==> src/rtl/bcd_disp_pkg.sv <==
// Shared types and segment constants for the multiplexed BCD display driver.
package bcd_disp_pkg;

  // Scan FSM: dead-time slot with all anodes off, then the digit drive slot.
  typedef enum logic {
    ST_GUARD = 1'b0,
    ST_DRIVE = 1'b1
  } scan_state_e;

  // Active-low segment patterns, bit order {g,f,e,d,c,b,a}.
  localparam logic [6:0] SEG_BLANK = 7'h7F;
  localparam logic [6:0] SEG_DASH  = 7'h3F;
  localparam logic [6:0] SEG_0     = 7'h40;
  localparam logic [6:0] SEG_1     = 7'h79;
  localparam logic [6:0] SEG_2     = 7'h24;
  localparam logic [6:0] SEG_3     = 7'h30;
  localparam logic [6:0] SEG_4     = 7'h19;
  localparam logic [6:0] SEG_5     = 7'h12;
  localparam logic [6:0] SEG_6     = 7'h02;
  localparam logic [6:0] SEG_7     = 7'h78;
  localparam logic [6:0] SEG_8     = 7'h00;
  localparam logic [6:0] SEG_9     = 7'h10;

endpackage

==> src/rtl/bcd_to_seg.sv <==
// Combinational BCD nibble to active-low seven-segment decoder with blanking.
module bcd_to_seg
  import bcd_disp_pkg::*;
(
  input  logic [3:0] nib_i,
  input  logic       blank_i,
  output logic [6:0] seg_n_o
);

  // Blank overrides everything; non-decimal nibbles show a dash.
  always_comb begin
    seg_n_o = SEG_DASH;
    if (blank_i) begin
      seg_n_o = SEG_BLANK;
    end else begin
      case (nib_i)
        4'd0:    seg_n_o = SEG_0;
        4'd1:    seg_n_o = SEG_1;
        4'd2:    seg_n_o = SEG_2;
        4'd3:    seg_n_o = SEG_3;
        4'd4:    seg_n_o = SEG_4;
        4'd5:    seg_n_o = SEG_5;
        4'd6:    seg_n_o = SEG_6;
        4'd7:    seg_n_o = SEG_7;
        4'd8:    seg_n_o = SEG_8;
        4'd9:    seg_n_o = SEG_9;
        default: seg_n_o = SEG_DASH;
      endcase
    end
  end

endmodule

==> src/rtl/bcd_seg_scan.sv <==
// Multiplexed seven-segment scanner: stages packed BCD via valid/ready, swaps
// it in at frame boundaries, and drives one digit at a time with dead-time.
module bcd_seg_scan
  import bcd_disp_pkg::*;
#(
  parameter int NUM_DIGITS   = 2,
  parameter int REFRESH_DIV  = 50000,
  parameter int GUARD_CYCLES = 4
) (
  input  logic                    clk,
  input  logic                    rst_n,
  input  logic [4*NUM_DIGITS-1:0] bcd_in,
  input  logic                    in_valid,
  output logic                    in_ready,
  input  logic                    blank_lz,
  output logic [6:0]              seg_n,
  output logic [NUM_DIGITS-1:0]   an_n,
  output logic                    frame_done
);

  localparam int CNT_MAX = (REFRESH_DIV > GUARD_CYCLES) ? REFRESH_DIV : GUARD_CYCLES;
  localparam int CNT_W   = $clog2(CNT_MAX + 1);
  localparam int IDX_W   = (NUM_DIGITS > 1) ? $clog2(NUM_DIGITS) : 1;
  localparam int DW      = 4 * NUM_DIGITS;
  localparam logic [CNT_W-1:0] GUARD_LAST = CNT_W'(GUARD_CYCLES - 1);
  localparam logic [CNT_W-1:0] DRIVE_LAST = CNT_W'(REFRESH_DIV - 1);
  localparam logic [IDX_W-1:0] IDX_LAST   = IDX_W'(NUM_DIGITS - 1);

  scan_state_e state_q, state_d;
  logic [IDX_W-1:0]      idx_q, idx_d;
  logic [CNT_W-1:0]      cnt_q, cnt_d;
  logic [DW-1:0]         stage_q, stage_d;
  logic [DW-1:0]         disp_q, disp_d;
  logic                  pending_q, pending_d;
  logic                  in_ready_q, in_ready_d;
  logic [6:0]            seg_q, seg_d;
  logic [NUM_DIGITS-1:0] an_q, an_d;
  logic                  fd_q, fd_d;
  logic                  boundary_s, accept_s;
  logic [NUM_DIGITS-1:0] lz_mask_s;
  logic [3:0]            nib_s;
  logic                  blank_s;
  logic [6:0]            seg_dec_s;

  assign boundary_s = (state_q == ST_DRIVE) && (idx_q == IDX_LAST) && (cnt_q == DRIVE_LAST);
  assign accept_s   = in_valid && in_ready_q;

  // Scan FSM next state: GUARD then DRIVE per digit, index wraps after the last.
  always_comb begin
    state_d = state_q;
    idx_d   = idx_q;
    cnt_d   = cnt_q + CNT_W'(1);
    case (state_q)
      ST_GUARD: begin
        if (cnt_q == GUARD_LAST) begin
          state_d = ST_DRIVE;
          cnt_d   = '0;
        end else begin
          state_d = ST_GUARD;
        end
      end
      ST_DRIVE: begin
        if (cnt_q == DRIVE_LAST) begin
          state_d = ST_GUARD;
          cnt_d   = '0;
          idx_d   = (idx_q == IDX_LAST) ? '0 : idx_q + IDX_W'(1);
        end else begin
          state_d = ST_DRIVE;
        end
      end
      default: begin
        state_d = ST_GUARD;
        idx_d   = '0;
        cnt_d   = '0;
      end
    endcase
  end

  // Staging handshake: a boundary-cycle accept can never coincide with a swap
  // because the swap needs pending set, which holds ready low.
  always_comb begin
    stage_d   = stage_q;
    disp_d    = disp_q;
    pending_d = pending_q;
    if (boundary_s && pending_q) begin
      disp_d    = stage_q;
      pending_d = 1'b0;
    end else if (accept_s) begin
      stage_d   = bcd_in;
      pending_d = 1'b1;
    end else begin
      pending_d = pending_q;
    end
    in_ready_d = !pending_d;
  end

  // Leading-zero mask: a digit blanks when it and all higher digits are zero.
  always_comb begin
    logic zero_run;
    zero_run  = 1'b1;
    lz_mask_s = '0;
    for (int i = NUM_DIGITS - 1; i >= 0; i--) begin
      zero_run     = zero_run && (disp_q[4*i +: 4] == 4'd0);
      lz_mask_s[i] = blank_lz && zero_run && (i != 0);
    end
  end

  // The decoder looks at the digit that will own the bus next cycle.
  assign nib_s   = disp_q[4*idx_d +: 4];
  assign blank_s = lz_mask_s[idx_d];

  bcd_to_seg u_dec (
    .nib_i   (nib_s),
    .blank_i (blank_s),
    .seg_n_o (seg_dec_s)
  );

  // Output next values describe the upcoming slot so the registers match it.
  always_comb begin
    seg_d = SEG_BLANK;
    an_d  = '1;
    fd_d  = 1'b0;
    if (state_d == ST_DRIVE) begin
      seg_d        = seg_dec_s;
      an_d[idx_d]  = 1'b0;
      fd_d         = (idx_d == IDX_LAST) && (cnt_d == DRIVE_LAST);
    end else begin
      seg_d = SEG_BLANK;
    end
  end

  // State, staging and output registers with asynchronous reset.
  always_ff @(posedge clk or negedge rst_n) begin
    if (!rst_n) begin
      state_q    <= ST_GUARD;
      idx_q      <= '0;
      cnt_q      <= '0;
      stage_q    <= '0;
      disp_q     <= '0;
      pending_q  <= 1'b0;
      in_ready_q <= 1'b1;
      seg_q      <= SEG_BLANK;
      an_q       <= '1;
      fd_q       <= 1'b0;
    end else begin
      state_q    <= state_d;
      idx_q      <= idx_d;
      cnt_q      <= cnt_d;
      stage_q    <= stage_d;
      disp_q     <= disp_d;
      pending_q  <= pending_d;
      in_ready_q <= in_ready_d;
      seg_q      <= seg_d;
      an_q       <= an_d;
      fd_q       <= fd_d;
    end
  end

  assign in_ready   = in_ready_q;
  assign seg_n      = seg_q;
  assign an_n       = an_q;
  assign frame_done = fd_q;

endmodule

==> config.mk <==
export PLATFORM = sky130hd
export DESIGN_NAME = bcd_seg_scan
export DESIGN_NICKNAME = d
export VERILOG_FILES = /design/src/rtl/bcd_disp_pkg.sv /design/src/rtl/bcd_to_seg.sv /design/src/rtl/bcd_seg_scan.sv
export SDC_FILE = /design/constraint.sdc
export NUM_CORES = 1
export LEC_CHECK = 0
export CAP_MARGIN = 20
export CELL_PAD_IN_SITES_DETAIL_PLACEMENT = 0
export CELL_PAD_IN_SITES_GLOBAL_PLACEMENT = 1
export CORE_ASPECT_RATIO = 1.1
export CORE_MARGIN = 2
export CORE_UTILIZATION = 29
export CTS_BUF_LIST = sky130_fd_sc_hd__clkbuf_8 sky130_fd_sc_hd__clkbuf_16
export DETAILED_ROUTE_END_ITERATION = 8
export GPL_TIMING_DRIVEN = 0
export PLACE_DENSITY = 0.59
export SLEW_MARGIN = 40
export SYNTH_ARGS = -nofsm -noshare
export SYNTH_HDL_FRONTEND = slang
export SYNTH_SLANG_ARGS = --single-unit
export TNS_END_PERCENT = 100
==> constraint.sdc <==
create_clock -name clk -period 4.4 [get_ports clk]
set_input_delay 1.1 -clock clk [delete_from_list [all_inputs] [get_ports clk]]
set_output_delay 1.1 -clock clk [all_outputs]
set_load 0.01 [all_outputs]
==> impl_metrics.env, run 1 <==
export IMPL_power_mw=0.781
export IMPL_dieArea_um2=8860
export IMPL_filler_cell_count=829
export IMPL_core_rowCount=34
export IMPL_fin_ws_ps=1630
export IMPL_cp_required_ps=4570
export IMPL_place_congestion=0.791
export IMPL_finalCriticalPeriod_ps=2770
export IMPL_drt_iter0_drc=109
export IMPL_async_flop_share_pct=100
export IMPL_setup_viol=0
export IMPL_cts_root_buf="clkbuf_8"
export IMPL_clkTransAtPathRegs_ps=80
export IMPL_die_w_um=89.9
export IMPL_utilization_pct=35.8
export IMPL_fin_cells=368
export IMPL_syn_cell_area_um2=2360
export IMPL_cts_tree="done"
export IMPL_yosysTopAreaCell="dfrtp_1"
export IMPL_clock_sinks=46
export IMPL_dp_slack_ps=1650
export IMPL_tightest_slew_ps=775
export IMPL_postSynthCellCount=229
export IMPL_grt_max_degree=27
export IMPL_syn_area_per_cell_um2=10.3
export IMPL_critPathSlowestCell="or4b_1"
export IMPL_fin_tns_setup_ps=0
export IMPL_synth_flop_cell="dfrtp_1"
export IMPL_p_leak_nw=1.17
export IMPL_yosysWarnings=0
export IMPL_synth_area_leaders="dfrtp_1 (38%), dfstp_2 (11%), mux2_1 (7.2%), nor2_1 (3.3%), xor2_1 (3.3%)"
export IMPL_postCtsSetupRepairBufs=0
export IMPL_crit_path_end_kind="register"
export IMPL_cp_cell_sequence="ha_1 > buf_2 > or4b_1 > nor4_4 > xnor2_1 > inv_2 > o311ai_1"
export IMPL_clock_skew_final_ps=9.66
export IMPL_layout_common_cells="dfrtp_1 (36), nor2_1 (21), clkdlybuf4s50_1 (21)"
export IMPL_start_util_pct=29.8
export IMPL_holdWs_ps=489
export IMPL_area_growth_synth_to_final_pct=20.1
export IMPL_drt_pass1_iter_count=4
export IMPL_crit_path_max_incr_delay_ps=540
export IMPL_drive_above_1_share_pct=11.5
export IMPL_rsz0062_at_grt="false"
export IMPL_drv_slew=0
export IMPL_clock_latency_ps=290
export IMPL_synth_top_area_share_pct=38.2
export IMPL_cp_start_kind="register"
export IMPL_worstPathArrival_ps=2930
export IMPL_fin_nets=272
export IMPL_hp_class="register to register"
export IMPL_synth_edf_count=0
export IMPL_grt_antenna_before_repair=0
export IMPL_final_common_cell="dfrtp_1"
export IMPL_path_class="register to register"
export IMPL_ys_seq_area_share_pct=49.4
export IMPL_grt_overflow=0
export IMPL_powerDensity_nw_per_um2=276
export IMPL_max_freq_mhz=361
export IMPL_n_antenna_cell=0
export IMPL_wl_um=4960
export IMPL_syn_nets=242
export IMPL_cts_resized=0
export IMPL_drc=0
export IMPL_die_y_um=98.5
export IMPL_vias_per_cell=4.73
export IMPL_core_region_area_um2=7910
export IMPL_ys_ff_latch=46
export IMPL_port_buffers=22
export IMPL_cp_max_fo=9
export IMPL_ios=23
export IMPL_postPlaceCellArea_um2=2730
export IMPL_hpwl_um=3590
export IMPL_grt_pass1_wl_um=8390
export IMPL_slew_headroom_pct=47.9
export IMPL_synth_cell_types=49
export IMPL_status="finished clean"
export IMPL_fin_area_um2=2830
export IMPL_detail_route_antenna_nets=0
export IMPL_period_share_pct=62.9
export IMPL_cts_buffers=5
export IMPL_via_count=1740
export IMPL_hold_violations=0
export IMPL_clock_path_buffers=2
export IMPL_holdBufCountCts=0
export IMPL_grt_pass1_vias=1646
export IMPL_track_usage_pct=11.8
export IMPL_wl_per_cell_um=13.5
export IMPL_peakVddDrop_uv=118
export IMPL_ctsHtreeMaxLevel=2
export IMPL_maxCapViolations=0
export IMPL_dpl_cell_count=360
[report_power, final]
part           leakage (nW)  switching [mW]  internal [mW]
clock                0.0519           0.139          0.141
sequential            0.559          0.0114          0.447
combinational         0.557          0.0169         0.0242
[layer usage]
| metal | vias up | GRT usage [%] | routed length (um) |
|---|---|---|---|
| met5 | - | 0 | 0 |
| met4 | 0 | 4.26 | 42 |
| met3 | 2 | 2.60 | 208 |
| met2 | 35 | 17.4 | 2190 |
| met1 | 824 | 17.3 | 2520 |
| li1 | 879 | - | - |
[path summary, 6_finish.rpt]
check,start,end,depth (start not counted),slack (ps)
worst max-delay path,cnt_q[0]$_DFF_PN0_,seg_n[6]$_DFF_PN1_,7,1630
worst min-delay path,stage_q[2]$_DFFE_PN0P_,stage_q[2]$_DFFE_PN0P_,1,490
worst max register to register,cnt_q[0]$_DFF_PN0_,seg_n[6]$_DFF_PN1_,7,1630
worst min register to register,stage_q[2]$_DFFE_PN0P_,stage_q[2]$_DFFE_PN0P_,1,490
max in group asynchronous,rst_n,in_ready$_DFF_PN1_,2,3210
min in group asynchronous,rst_n,disp_q[5]$_DFFE_PN0P_,1,680
[critical path: cells and delay by family (launching register included)]
| family | cells | cell delay (ps) |
|---|---|---|
| adder cells (fa/ha/maj) | 1 | 150 |
| XOR/XNOR | 1 | 420 |
| AO/OA/AOI/OAI | 1 | 430 |
| flip-flops | 1 | 400 |
| buffers and inverters | 2 | 340 |
| AND/OR/NAND/NOR | 2 | 890 |
[cells by family after synthesis]
group,share of synthesized area [%]
and+or+nand+nor,19.4
adders and majority gates,0.531
xor gates and xnor gates,5.58
DFF,49.4
buffers and inverters,3.61
AOI/OAI and AO/OA,12.5
muxes,8.97
[Yosys cell counts (4+ instances only)]
master    number
nor2_1        21
nand2b_1       4
nor2b_1        4
dfstp_2       10
nand2_1       16
mux2_1        15
clkbuf_1      10
xor2_1         9
nand4_1        5
a21oi_1        8
inv_1          6
nor3_1         6
xnor2_1        6
dfrtp_1       36
nand3_1        9
o211ai_1       4
and3_1         6
o21ai_0        9
[layout make-up]
cell class	count	area, um^2	area share, %
buffer	13	58.8	2.08
sequential	46	1160	41.1
inverter	7	26.3	0.929
timing repair buffer	23	238	8.40
clock inverter	1	3.75	0.133
multi-input combinational	163	1110	39.1
tap	108	135	4.78
clock buffer	7	96.3	3.41
[state kept, by name, summed over array words and instances (netlist names)]
signal      cells
state_q         1
pending_q       1
frame_done      1
disp_q          8
an_n            2
in_ready        1
idx_q           1
seg_n           7
stage_q         8
cnt_q          16
Note: power is estimated with default switching activity, not from simulation.
==> run 2, diff against run 1 <==
Settings changed: PLACE_DENSITY 0.59 to 0.61.
Clock period 4.4 ns to 2.5 ns, I/O delays scaled along.
==> run 2 against run 1 <==
Against the previous run:
- first-iteration DRC count is 33% lower
- setup slack worse by 1500 ps
- cell count is 0.54% higher
- worst hold slack worse by 280 ps
- count of clock-buffer cells in the layout is 2 lower
- power is 70% higher
- non-clock buffer count is 2 higher
- routed wire length is 0.28% higher
- utilization is 0.74 points higher
- sequential power is 76% higher
- critical endpoint is now seg_n[4]$_DFF_PN1_
- highest routed layer unchanged
==> impl_metrics.env, run 2 (same netlist as run 1, synthesis figures left out) <==
export IMPL_detail_route_antenna_nets=0
export IMPL_p_sw_mw=0.301
export IMPL_utilization_pct=36.5
export IMPL_p_clk_share_pct=33.7
export IMPL_start_util_pct=29.8
export IMPL_cts_buffers=5
export IMPL_regMostFlops="cnt_q"
export IMPL_layout_common_cells="dfrtp_1 (36), nor2_1 (21), clkdlybuf4s50_1 (21)"
export IMPL_die_w_um=89.9
export IMPL_p_int_mw=1.02
export IMPL_drt_iter0_drc=73
export IMPL_hold_violations=0
export IMPL_p_sw_share_pct=22.7
export IMPL_max_freq_mhz=416
export IMPL_wl_met1_um=2410
export IMPL_track_usage_pct=11.8
export IMPL_core_rowCount=34
export IMPL_core_region_area_um2=7910
export IMPL_fin_tns_setup_ps=0
export IMPL_drt_pass1_iter_count=6
export IMPL_hp_class="input pin to asynchronous set/reset pin"
export IMPL_grt_antenna_before_repair=0
export IMPL_clock_sinks=46
export IMPL_port_buffers=22
export IMPL_hpwl_um=3640
export IMPL_reg_top3="cnt_q x16, disp_q x8, stage_q x8"
export IMPL_slew_headroom_pct=47.9
export IMPL_final_common_cell="dfrtp_1"
export IMPL_cp_required_ps=2710
export IMPL_power_mw=1.32
export IMPL_via_count=1761
export IMPL_cp_max_fo=8
export IMPL_place_congestion=0.849
export IMPL_n_antenna_cell=0
export IMPL_grt_max_degree=26
export IMPL_cp_start_kind="register"
export IMPL_fin_ws_ps=98.3
export IMPL_tightest_slew_ps=774
export IMPL_wl_met3_um=156
export IMPL_peakVddDrop_uv=206
export IMPL_drive_above_1_share_pct=14.1
export IMPL_wl_met2_um=2380
export IMPL_grt_overflow=0
export IMPL_fin_nets=274
export IMPL_vias_per_cell=4.76
export IMPL_status="finished clean"
export IMPL_worstPathArrival_ps=2610
export IMPL_largest_reg_flops=16
export IMPL_clkTransAtPathRegs_ps=90
export IMPL_dieArea_um2=8860
export IMPL_r2r_cells=7
export IMPL_p_comb_share_pct=5.4
export IMPL_maxCapViolations=0
export IMPL_wl_per_cell_um=13.4
export IMPL_grt_pass1_vias=1700
export IMPL_r2r_start="cnt_q[0]$_DFF_PN0_"
export IMPL_ctsHtreeMaxLevel=2
export IMPL_path_class="register to register"
export IMPL_dp_slack_ps=-188
export IMPL_powerDensity_nw_per_um2=459
export IMPL_holdBufCountCts=0
export IMPL_startpoint="cnt_q[0]$_DFF_PN0_"
export IMPL_finalCriticalPeriod_ps=2400
export IMPL_drc=0
export IMPL_ios=23
export IMPL_crit_path_end_kind="register"
export IMPL_clock_skew_final_ps=14.0
export IMPL_drv_slew=0
export IMPL_clock_path_buffers=2
export IMPL_die_y_um=98.5
export IMPL_filler_cell_count=836
export IMPL_highest_layer="met4"
export IMPL_rsz0062_at_grt="false"
export IMPL_cts_tree="done"
export IMPL_period_share_pct=96.1
export IMPL_area_growth_synth_to_final_pct=22.6
export IMPL_clock_latency_ps=300
export IMPL_grt_pass1_wl_um=8430
export IMPL_wl_um=4970
export IMPL_setup_viol=0
export IMPL_cts_root_buf="clkbuf_8"
export IMPL_p_leak_nw=1.19
export IMPL_seqPwrFrac_pct=60.9
export IMPL_holdWs_ps=207
-- run 2: cell types whose count changed in the layout (fill, tap and decap cells not counted), moves of 2 or more --
cell	previous run	this run
clkbuf_4	0	2
buf_2	2	0
clkbuf_8	7	5
buf_4	1	3
-- run 2: area by class of cell --
| class | instances | area, um^2 | area share, % |
|---|---|---|---|
| buffer | 13 | 63.8 | 2.21 |
| clock buffer | 5 | 68.8 | 2.38 |
| clock inverter | 3 | 17.5 | 0.607 |
| inverter | 7 | 28.8 | 0.997 |
| multi-input combinational | 163 | 1160 | 40.1 |
| sequential | 46 | 1160 | 40.3 |
| tap | 108 | 135 | 4.68 |
| timing repair buffer | 25 | 253 | 8.75 |
-- run 2: stage by stage --
| step | instance area [um^2] | std cells |
|---|---|---|
| final | 2890 | 370 |
| after global routing | 2890 | 370 |
| after CTS | 2850 | 370 |
| after detailed placement | 2730 | 360 |
| after global placement | 2710 | 359 |
| after floorplan | 2360 | 229 |
-- run 2: what timing repair did --
item,CTS,global route
setup endpoints to repair,13,13
pin swaps,1,2
hold endpoints to repair,0,0
gates resized for setup,3,7
setup buffers,2,0
-- run 2: worst max-delay path: stages (launching register included) --
cell	delay (ps)
dfrtp_1	400
ha_1	160
clkbuf_4	180
or4b_4	500
or4_4	540
a21oi_4	190
o21a_4	210
o2111ai_1	150
-- run 2: path summary, 6_finish.rpt --
path                                         endpoint  slack (ps)
worst max-delay path               seg_n[4]$_DFF_PN1_         100
worst min-delay path            disp_q[5]$_DFFE_PN0P_         210
worst max register to register     seg_n[4]$_DFF_PN1_         100
worst min register to register  disp_q[0]$_DFFE_PN0P_         490
max in group asynchronous          in_ready$_DFF_PN1_        1780
min in group clk                disp_q[0]$_DFFE_PN0P_         490
-- run 2: layer usage --
| metal | vias to the layer above | global-route usage (%) |
|---|---|---|
| met5 | - | 0 |
| met4 | 0 | 3.55 |
| met3 | 2 | 2.60 |
| met2 | 27 | 18.8 |
| met1 | 857 | 16.1 |
| li1 | 875 | - |
-- run 2: power groups by stage --
| stage | clock, mW | sequential [mW] | combinational [mW] |
|---|---|---|---|
| floorplan | 0 | 0.815 | 0.0318 |
| global placement | 0 | 0.820 | 0.0694 |
| detailed placement | 0 | 0.822 | 0.0746 |
| CTS | 0.473 | 0.808 | 0.0747 |
| global route | 0.507 | 0.813 | 0.0835 |
| finish | 0.446 | 0.807 | 0.0717 |
